**config.mk**
```make
export PLATFORM = sky130hd
export DESIGN_NAME = ifetch_unit_flat
export DESIGN_NICKNAME = d
export VERILOG_FILES = /design/src/rtl/ifetch_unit_if.sv /design/src/rtl/ifetch_unit.sv /design/src/flat_wrapper.sv
export SDC_FILE = /design/constraint.sdc
export NUM_CORES = 1
export LEC_CHECK = 0
export BUFFER_PORTS_ARGS = -buffer_cell sky130_fd_sc_hd__buf_4
export CORE_UTILIZATION = 35
export CTS_CLUSTER_SIZE = 28
export DETAILED_ROUTE_END_ITERATION = 7
export SYNTH_ARGS = -nofsm -noshare
export SYNTH_HDL_FRONTEND = slang
export SYNTH_SLANG_ARGS = --single-unit
```
**constraint.sdc**
```tcl
create_clock -name clk -period 12.7 [get_ports clk]
set_input_delay 2.54 -clock clk [delete_from_list [all_inputs] [get_ports clk]]
set_output_delay 2.54 -clock clk [all_outputs]
set_load 0.02 [all_outputs]
```
**src/rtl/ifetch_unit_if.sv**
```systemverilog
// rtl/ifetch_unit_if.sv - fetch unit bundle: instruction memory, redirect and decode-side signals
`timescale 1ns/1ps
interface ifetch_unit_if;
    logic        imem_req_valid;
    logic        imem_req_ready;
    logic [31:0] imem_req_addr;
    logic        imem_rsp_valid;
    logic [31:0] imem_rsp_data;
    logic        redirect_valid;
    logic [31:0] redirect_pc;
    logic        out_valid;
    logic        out_ready;
    logic [31:0] out_instr;
    logic [31:0] out_pc;
    logic [31:0] fetch_count;

    modport master (
        output imem_req_valid, imem_req_addr,
        input  imem_req_ready, imem_rsp_valid, imem_rsp_data,
        input  redirect_valid, redirect_pc,
        output out_valid, out_instr, out_pc, fetch_count,
        input  out_ready
    );

    modport slave (
        input  imem_req_valid, imem_req_addr,
        output imem_req_ready, imem_rsp_valid, imem_rsp_data,
        output redirect_valid, redirect_pc,
        input  out_valid, out_instr, out_pc, fetch_count,
        output out_ready
    );
endinterface

```
**src/rtl/ifetch_unit.sv**
```systemverilog
// rtl/ifetch_unit.sv - single-outstanding instruction fetch FSM with redirect and stale-response discard
`timescale 1ns/1ps
module ifetch_unit #(
    parameter logic [31:0] RESET_PC = 32'h0000_0000
) (
    input  logic          clk,
    input  logic          reset,
    ifetch_unit_if.master bus
);
    typedef enum logic [1:0] {REQ, WAIT, HOLD} state_t;

    state_t      state, state_n;
    logic [31:0] pc, pc_n;
    logic        discard, discard_n;
    logic        out_valid, out_valid_n;
    logic [31:0] out_instr, out_instr_n;
    logic [31:0] out_pc, out_pc_n;
    logic [31:0] fetch_count, fetch_count_n;
    logic [31:0] redirect_aligned;

    assign redirect_aligned = bus.redirect_pc & ~32'h3;

    assign bus.imem_req_valid = (state == REQ);
    assign bus.imem_req_addr  = pc;
    assign bus.out_valid      = out_valid;
    assign bus.out_instr      = out_instr;
    assign bus.out_pc         = out_pc;
    assign bus.fetch_count    = fetch_count;

    always_comb begin
        state_n       = state;
        pc_n          = pc;
        discard_n     = discard;
        out_valid_n   = out_valid;
        out_instr_n   = out_instr;
        out_pc_n      = out_pc;
        fetch_count_n = fetch_count;
        case (state)
            REQ: begin
                if (bus.imem_req_ready) begin
                    state_n   = WAIT;
                    discard_n = bus.redirect_valid;
                end
            end
            WAIT: begin
                if (bus.imem_rsp_valid) begin
                    // A response is stale if a redirect arrived earlier or arrives now
                    if (discard || bus.redirect_valid) begin
                        discard_n = 1'b0;
                        state_n   = REQ;
                    end else begin
                        out_instr_n = bus.imem_rsp_data;
                        out_pc_n    = pc;
                        out_valid_n = 1'b1;
                        pc_n        = pc + 32'd4;
                        state_n     = HOLD;
                    end
                end else if (bus.redirect_valid) begin
                    discard_n = 1'b1;
                end
            end
            HOLD: begin
                if (bus.out_ready) begin
                    out_valid_n   = 1'b0;
                    fetch_count_n = fetch_count + 32'd1;
                    state_n       = REQ;
                end else if (bus.redirect_valid) begin
                    out_valid_n = 1'b0;
                    state_n     = REQ;
                end
            end
            default: state_n = REQ;
        endcase
        if (bus.redirect_valid) begin
            pc_n = redirect_aligned;
        end
    end

    always_ff @(posedge clk or posedge reset) begin
        if (reset) begin
            state       <= REQ;
            pc          <= {RESET_PC[31:2], 2'b00};
            discard     <= 1'b0;
            out_valid   <= 1'b0;
            out_instr   <= 32'h0;
            out_pc      <= 32'h0;
            fetch_count <= 32'h0;
        end else begin
            state       <= state_n;
            pc          <= pc_n;
            discard     <= discard_n;
            out_valid   <= out_valid_n;
            out_instr   <= out_instr_n;
            out_pc      <= out_pc_n;
            fetch_count <= fetch_count_n;
        end
    end
endmodule
```
**src/flat_wrapper.sv**
```systemverilog
// flat-port wrapper written by rule: the top's interface ports become plain ports
module ifetch_unit_flat 
#(
    parameter logic [31:0] RESET_PC = 32'h0000_0000
)
  (clk, reset, bus_imem_req_valid, bus_imem_req_addr, bus_imem_req_ready, bus_imem_rsp_valid, bus_imem_rsp_data, bus_redirect_valid, bus_redirect_pc, bus_out_valid, bus_out_instr, bus_out_pc, bus_fetch_count, bus_out_ready);
  ifetch_unit_if bus_i ();
  input  logic clk;
  input  logic reset;
  output wire logic [$bits(bus_i.imem_req_valid)-1:0] bus_imem_req_valid;
  output wire logic [$bits(bus_i.imem_req_addr)-1:0] bus_imem_req_addr;
  input wire logic [$bits(bus_i.imem_req_ready)-1:0] bus_imem_req_ready;
  input wire logic [$bits(bus_i.imem_rsp_valid)-1:0] bus_imem_rsp_valid;
  input wire logic [$bits(bus_i.imem_rsp_data)-1:0] bus_imem_rsp_data;
  input wire logic [$bits(bus_i.redirect_valid)-1:0] bus_redirect_valid;
  input wire logic [$bits(bus_i.redirect_pc)-1:0] bus_redirect_pc;
  output wire logic [$bits(bus_i.out_valid)-1:0] bus_out_valid;
  output wire logic [$bits(bus_i.out_instr)-1:0] bus_out_instr;
  output wire logic [$bits(bus_i.out_pc)-1:0] bus_out_pc;
  output wire logic [$bits(bus_i.fetch_count)-1:0] bus_fetch_count;
  input wire logic [$bits(bus_i.out_ready)-1:0] bus_out_ready;
  assign bus_imem_req_valid = bus_i.imem_req_valid;
  assign bus_imem_req_addr = bus_i.imem_req_addr;
  assign bus_i.imem_req_ready = bus_imem_req_ready;
  assign bus_i.imem_rsp_valid = bus_imem_rsp_valid;
  assign bus_i.imem_rsp_data = bus_imem_rsp_data;
  assign bus_i.redirect_valid = bus_redirect_valid;
  assign bus_i.redirect_pc = bus_redirect_pc;
  assign bus_out_valid = bus_i.out_valid;
  assign bus_out_instr = bus_i.out_instr;
  assign bus_out_pc = bus_i.out_pc;
  assign bus_fetch_count = bus_i.fetch_count;
  assign bus_i.out_ready = bus_out_ready;
  ifetch_unit #(.RESET_PC(RESET_PC)) u_core (.clk(clk), .reset(reset), .bus(bus_i));
endmodule
```
; ---- Word-level counts from Yosys, hierarchy flattened
; Cells that the tools add are included.
[op_classes]
addsub = 2
n_mul = 0
n_div = 0
order_cmp = 0
eq_ne = 9
shifts = 0
muxes = 20
n_bitwise = 1
reduce_logical = 12
[ops]
columns = cell, count
row1 = 2-to-1 mux 32 bit, 4
row2 = "adder 32 x 1 -> 32 bit, second input constant", 1
row3 = "adder 32 x 3 -> 32 bit, second input constant", 1
row4 = 2-to-1 mux 2 bit, 5
row5 = AND reduction 3 bit, 3
row6 = 2-to-1 mux 1 bit, 8
row7 = AND reduction 4 bit, 2
row8 = nonzero test 2 bit, 4
row9 = "inequality test 2 bit, second input constant", 3
row10 = "inequality test 3 bit, second input constant", 2
row11 = one-hot mux 2 bit (3 select lines), 1
row12 = one-hot mux 1 bit (2 select lines), 2
row13 = "inequality test 3 x 2 -> 1 bit, second input constant", 1
row14 = "equality test 2 x 1 -> 1 bit, second input constant", 1
row15 = "equality test 2 bit, second input constant", 1
row16 = zero test 2 bit, 1
row17 = "inequality test 2 x 1 -> 1 bit, second input constant", 1
row18 = AND reduction 2 bit, 1
row19 = logical OR 1 bit, 1
row20 = NOT 1 bit, 1
[totals]
regBits = 132
latch_bits = 0
mem_bits_rw = 0
rom_bits = 0
inputBits = 70
out_inout_bits = 130
word_cells = 51
memories = 0

; ---- Depth between registers and ports, before layout
[logic_depth]
depth_word = 5
mapped_depth = 7
depth_no_buf = 6

; ---- Least setup slack after synthesis
; Ideal clock, no wire load.
[synth_path]
kind = input -> register
startpoint = input bus_imem_rsp_valid
endpoint = register u_core.pc[31], in the netlist u_core.bus.imem_req_addr[31]
arrival_time_ns = 3.906
required_ns = 12.631
path_slack_ns = 8.725
stages = 5
path_buffers = 0
path_cell_list = nand4bb_4 nor4_4 nand4_2 or4_1 nand3_1
[synth_between]
elab_chain_cells = 2
[synth_rtl]
columns = item, line
row1 = "start, declared", flat_wrapper.sv:13  ; input wire logic [$bits(bus_i.imem_rsp_valid)-1:0] bus_imem_rsp_valid;
row2 = nonzero test 2 bit (no source line), -
row3 = AND reduction 3 bit (no source line), -
row4 = "end signal, assigned", ifetch_unit.sv:82  ; pc <= {RESET_PC[31:2], 2'b00};
row5 = "end signal, assigned", ifetch_unit.sv:90  ; pc <= pc_n;
row6 = "end, declared", ifetch_unit.sv:13  ; logic [31:0] pc, pc_n;
; Every way passes these cells.
; A chain may end at the register's enable or synchronous reset.

; ---- Worst setup path after layout
[layout_path]
startpoint = input bus_redirect_valid
endpoint = register u_core.out_instr[26], in the netlist u_core.bus.out_instr[26]
[layout_between]
elab_chain_cells = 3
[layout_rtl]
columns = item, line
row1 = "start, declared", flat_wrapper.sv:15  ; input wire logic [$bits(bus_i.redirect_valid)-1:0] bus_redirect_valid;
row2 = logical OR 1 bit, ifetch_unit.sv:48  ; if (discard || bus.redirect_valid) begin
row3 = NOT 1 bit (no source line), -
row4 = AND reduction 3 bit (no source line), -
row5 = "end signal, assigned", ifetch_unit.sv:93  ; out_instr <= out_instr_n;
row6 = "end, declared", ifetch_unit.sv:16  ; logic [31:0] out_instr, out_instr_n;
; Every way passes these cells.

==> impl_metrics.json <==
{
  "tritoncts.num_buffers": 17,
  "floorplan.initialDensity_pct": 36.4,
  "layout.cells.most_common_list": "sky130_fd_sc_hd__buf_4 (196), sky130_fd_sc_hd__dfrtp_1 (128), sky130_fd_sc_hd__mux2_2 (63), sky130_fd_sc_hd__nand2_1 (53)",
  "status": "completed",
  "finalWorstPathRequiredPeriod_ns": 4.13,
  "vdd_drop_max_uv": 87.1,
  "final_layout_net_count": 745,
  "timing.final.max_slew_violations": 0,
  "wl_met1_um": 5920,
  "stdcell_area_sq_mm": 0.00788,
  "full_die_area_sq_mm": 0.0166,
  "overflow": 0,
  "global_route_wire_length_before_repair_um": 21200,
  "timing.max_cap.violations": 0,
  "grt_util_all_layers_pct": 16.7,
  "finalSetupViolations": 0,
  "cells_after_dpl": 865,
  "top_signal_layer_used": "met4",
  "worstMarginPinSlew_ns": 0.913,
  "drt-vias-per-instance": 4.77,
  "nFillCells": 1426,
  "timing.fmax_mhz": 242,
  "design.core.area_sq_mm": 0.0154,
  "areaGrowthSynthToFinish_pct": 40.3,
  "antenna_viol_nets_final": 0,
  "cellPowerDensity_mw_per_mm2": 196,
  "num_antenna_cells": 0,
  "startpoint_type": "input port",
  "final_cells": 897,
  "static-leakage-power_nw": 3.71,
  "vias_in_the_first_global_route": 4197,
  "worst-path-max-fanout": 61,
  "wire_per_inst_um": 14.8,
  "grt_antenna_before_repair": 0,
  "synthDominantCellAreaShare_pct": 57.0,
  "ctsRootBufferMaster": "sky130_fd_sc_hd__clkbuf_16",
  "final_worst_path_cycle_share_pct": 32.5,
  "finish.utilization_pct": 51.1,
  "clock_latency_ns": 0.41,
  "path_clk_slew_ns": 0.05,
  "buffer_ports.inserted": 193,
  "cts_h_tree_depth": 4,
  "dp.final_hpwl_um": 9610,
  "synth.distinct_cells": 38,
  "post_synthesis_cell_count": 475,
  "rows": 45,
  "post_cts.repair.setup_buffers": 0,
  "drt-total-wl_um": 13300,
  "critPathCaptureType": "flip-flop",
  "synthTopCellsByArea": "sky130_fd_sc_hd__dfrtp_1 (57%), sky130_fd_sc_hd__mux2_2 (13%), sky130_fd_sc_hd__xor2_1 (4.5%)",
  "clkSinkCount": 128,
  "syn_area_per_cell_sq_um": 11.8,
  "worstHoldPathType": "flip-flop to flip-flop",
  "synth-seq-area-share_pct": 57.0,
  "worst_hold_path.num_cells": 1,
  "design.portCount": 200,
  "final_replace_weighted_congestion": 0.750,
  "cts_buffer_depth": 2,
  "r2r_cells": 6,
  "die-width_um": 129,
  "multi_input_comb_area_sq_mm": 0.00229,
  "detailroute.via_count": 4280,
  "drt_pass1_iterations": 4,
  "post_route_cells_drive_above_1_share_pct": 43.6,
  "tritoncts_clock_tree": "yes",
  "die_h_um": 129,
  "ys.warnings.count": 0,
  "critPathRequiredTime_ns": 12.99,
  "grt_max_degree": 72,
  "arrival_ns": 4.42,
  "cts-resized-gates": 0,
  "post_synth_instance_area_sq_mm": 0.00562,
  "timing.max_slew.rel_slack_pct": 39.1,
  "clock_skew_ns": 0.00616,
  "number_of_buffers_inserted_for_hold_repair_after_clock_tree_synthesis": 0,
  "criticalPathCategory": "input port to flip-flop",
  "placed_cell_area_sq_mm": 0.00727,
  "drt_iter0_markers": 163,
  "final_common_cell": "sky130_fd_sc_hd__buf_4",
  "dr_wl_met3_um": 767,
  "synth_area_leader_cell": "sky130_fd_sc_hd__dfrtp_1",
  "drcViolationCount": 0,
  "route.met2.wl_um": 6380,
  "postSynthRegisterBits": 128,
  "area.sequential_sq_mm": 0.00320,
  "grt_setup_unrepaired": "false",
  "final_hold_violations": 0,
  "setup_tns_ns": 0
}
## critical path: stages
cell and delay, ns:
sky130_fd_sc_hd__buf_4 0.28, sky130_fd_sc_hd__nor2_4 0.53, sky130_fd_sc_hd__buf_4 0.61, sky130_fd_sc_hd__mux2_2 0.41
## path summary, 6_finish.rpt
check | start | slack [ns] | to
max in group asynchronous | reset | 9.03 | u_core.bus.out_instr[26]$_DFFE_PP0P_
min reg2reg | u_core.bus.fetch_count[31]$_DFFE_PP0P_ | 0.48 | u_core.bus.fetch_count[31]$_DFFE_PP0P_
min in group asynchronous | reset | 2.25 | u_core.bus.out_instr[10]$_DFFE_PP0P_
max | bus_redirect_valid | 8.57 | u_core.bus.out_instr[26]$_DFFE_PP0P_
max reg2reg | u_core.bus.imem_req_addr[2]$_DFFE_PP0P_ | 10.32 | u_core.bus.imem_req_addr[30]$_DFFE_PP0P_
min | u_core.bus.fetch_count[31]$_DFFE_PP0P_ | 0.48 | u_core.bus.fetch_count[31]$_DFFE_PP0P_
## layer usage
metal / up-vias / GRT usage (%)
met3: 16 / 4.28
met5: - / 0
met1: 2088 / 21.3
met2: 135 / 26.8
met4: 0 / 7.47
li1: 2041 / -
## cells by family (layout without fill, tap and decap cells)
| family | count (synthesis) | after routing | synth area share (%) |
|---|---|---|---|
| AO/OA/AOI/OAI | 38 | 38 | 3.68 |
| XOR/XNOR | 57 | 57 | 8.89 |
| flip-flops | 128 | 128 | 57.0 |
| buffers and inverters | 30 | 238 | 2.45 |
| other | 1 | 4 | 0.0668 |
| AND/OR/NAND/NOR | 154 | 154 | 14.4 |
| adder cells (fa/ha/maj) | 2 | 2 | 0.446 |
| multiplexers | 65 | 65 | 13.0 |
## registers in the layout, indices dropped and copies added (netlist names)
register	count
u_core.bus.fetch_count	32
u_core.state	2
u_core.bus.out_pc	30
u_core.bus.imem_req_addr	30
u_core.bus.out_valid	1
u_core.discard	1
u_core.bus.out_instr	32
## area by class of cell
type / count / area share [%]
inverters: 10 / 0.508
flip-flops and latches: 128 / 40.7
repair buffers: 196 / 18.7
clock inverters: 11 / 1.73
clock buffers: 21 / 5.97
multi-input cells: 320 / 29.1
well taps: 211 / 3.35
## cell usage after synthesis, drive strengths merged
library cell    n
mux2           63
nand2b          1
nand2          53
xnor2          28
o211ai          1
o21ai          30
buf            10
and4            5
nand4bb         1
conb            1
inv            10
xor2           29
clkbuf         10
and2            1
o22a            1
dfrtp         128
nor3           10
nor2           26
a31oi           1
nand4          15
nor4bb          1
a21oi           3
nand3          27
and3            6
or3             1
or4             3
nor4            4
ha              2
a311o           1
a41oi           1
mux2i           2
## stage by stage
stage               setup WS [ns]  hold WS, ns  power (mW)
floorplan                    6.75        0.499       0.844
global placement             8.17        0.466        1.06
detailed placement           8.13        0.472        1.07
CTS                          8.57        0.483        1.57
global route                 8.45        0.510        1.62
finish                       8.57        0.475        1.55
## report_power, final
part           total, mW  leakage (nW)  internal, mW  switching (mW)
Combinational      0.469          1.82         0.231           0.237
Sequential         0.586          1.59         0.515          0.0703
Clock              0.493         0.302         0.322           0.171
(Power assumes the default switching activity.)
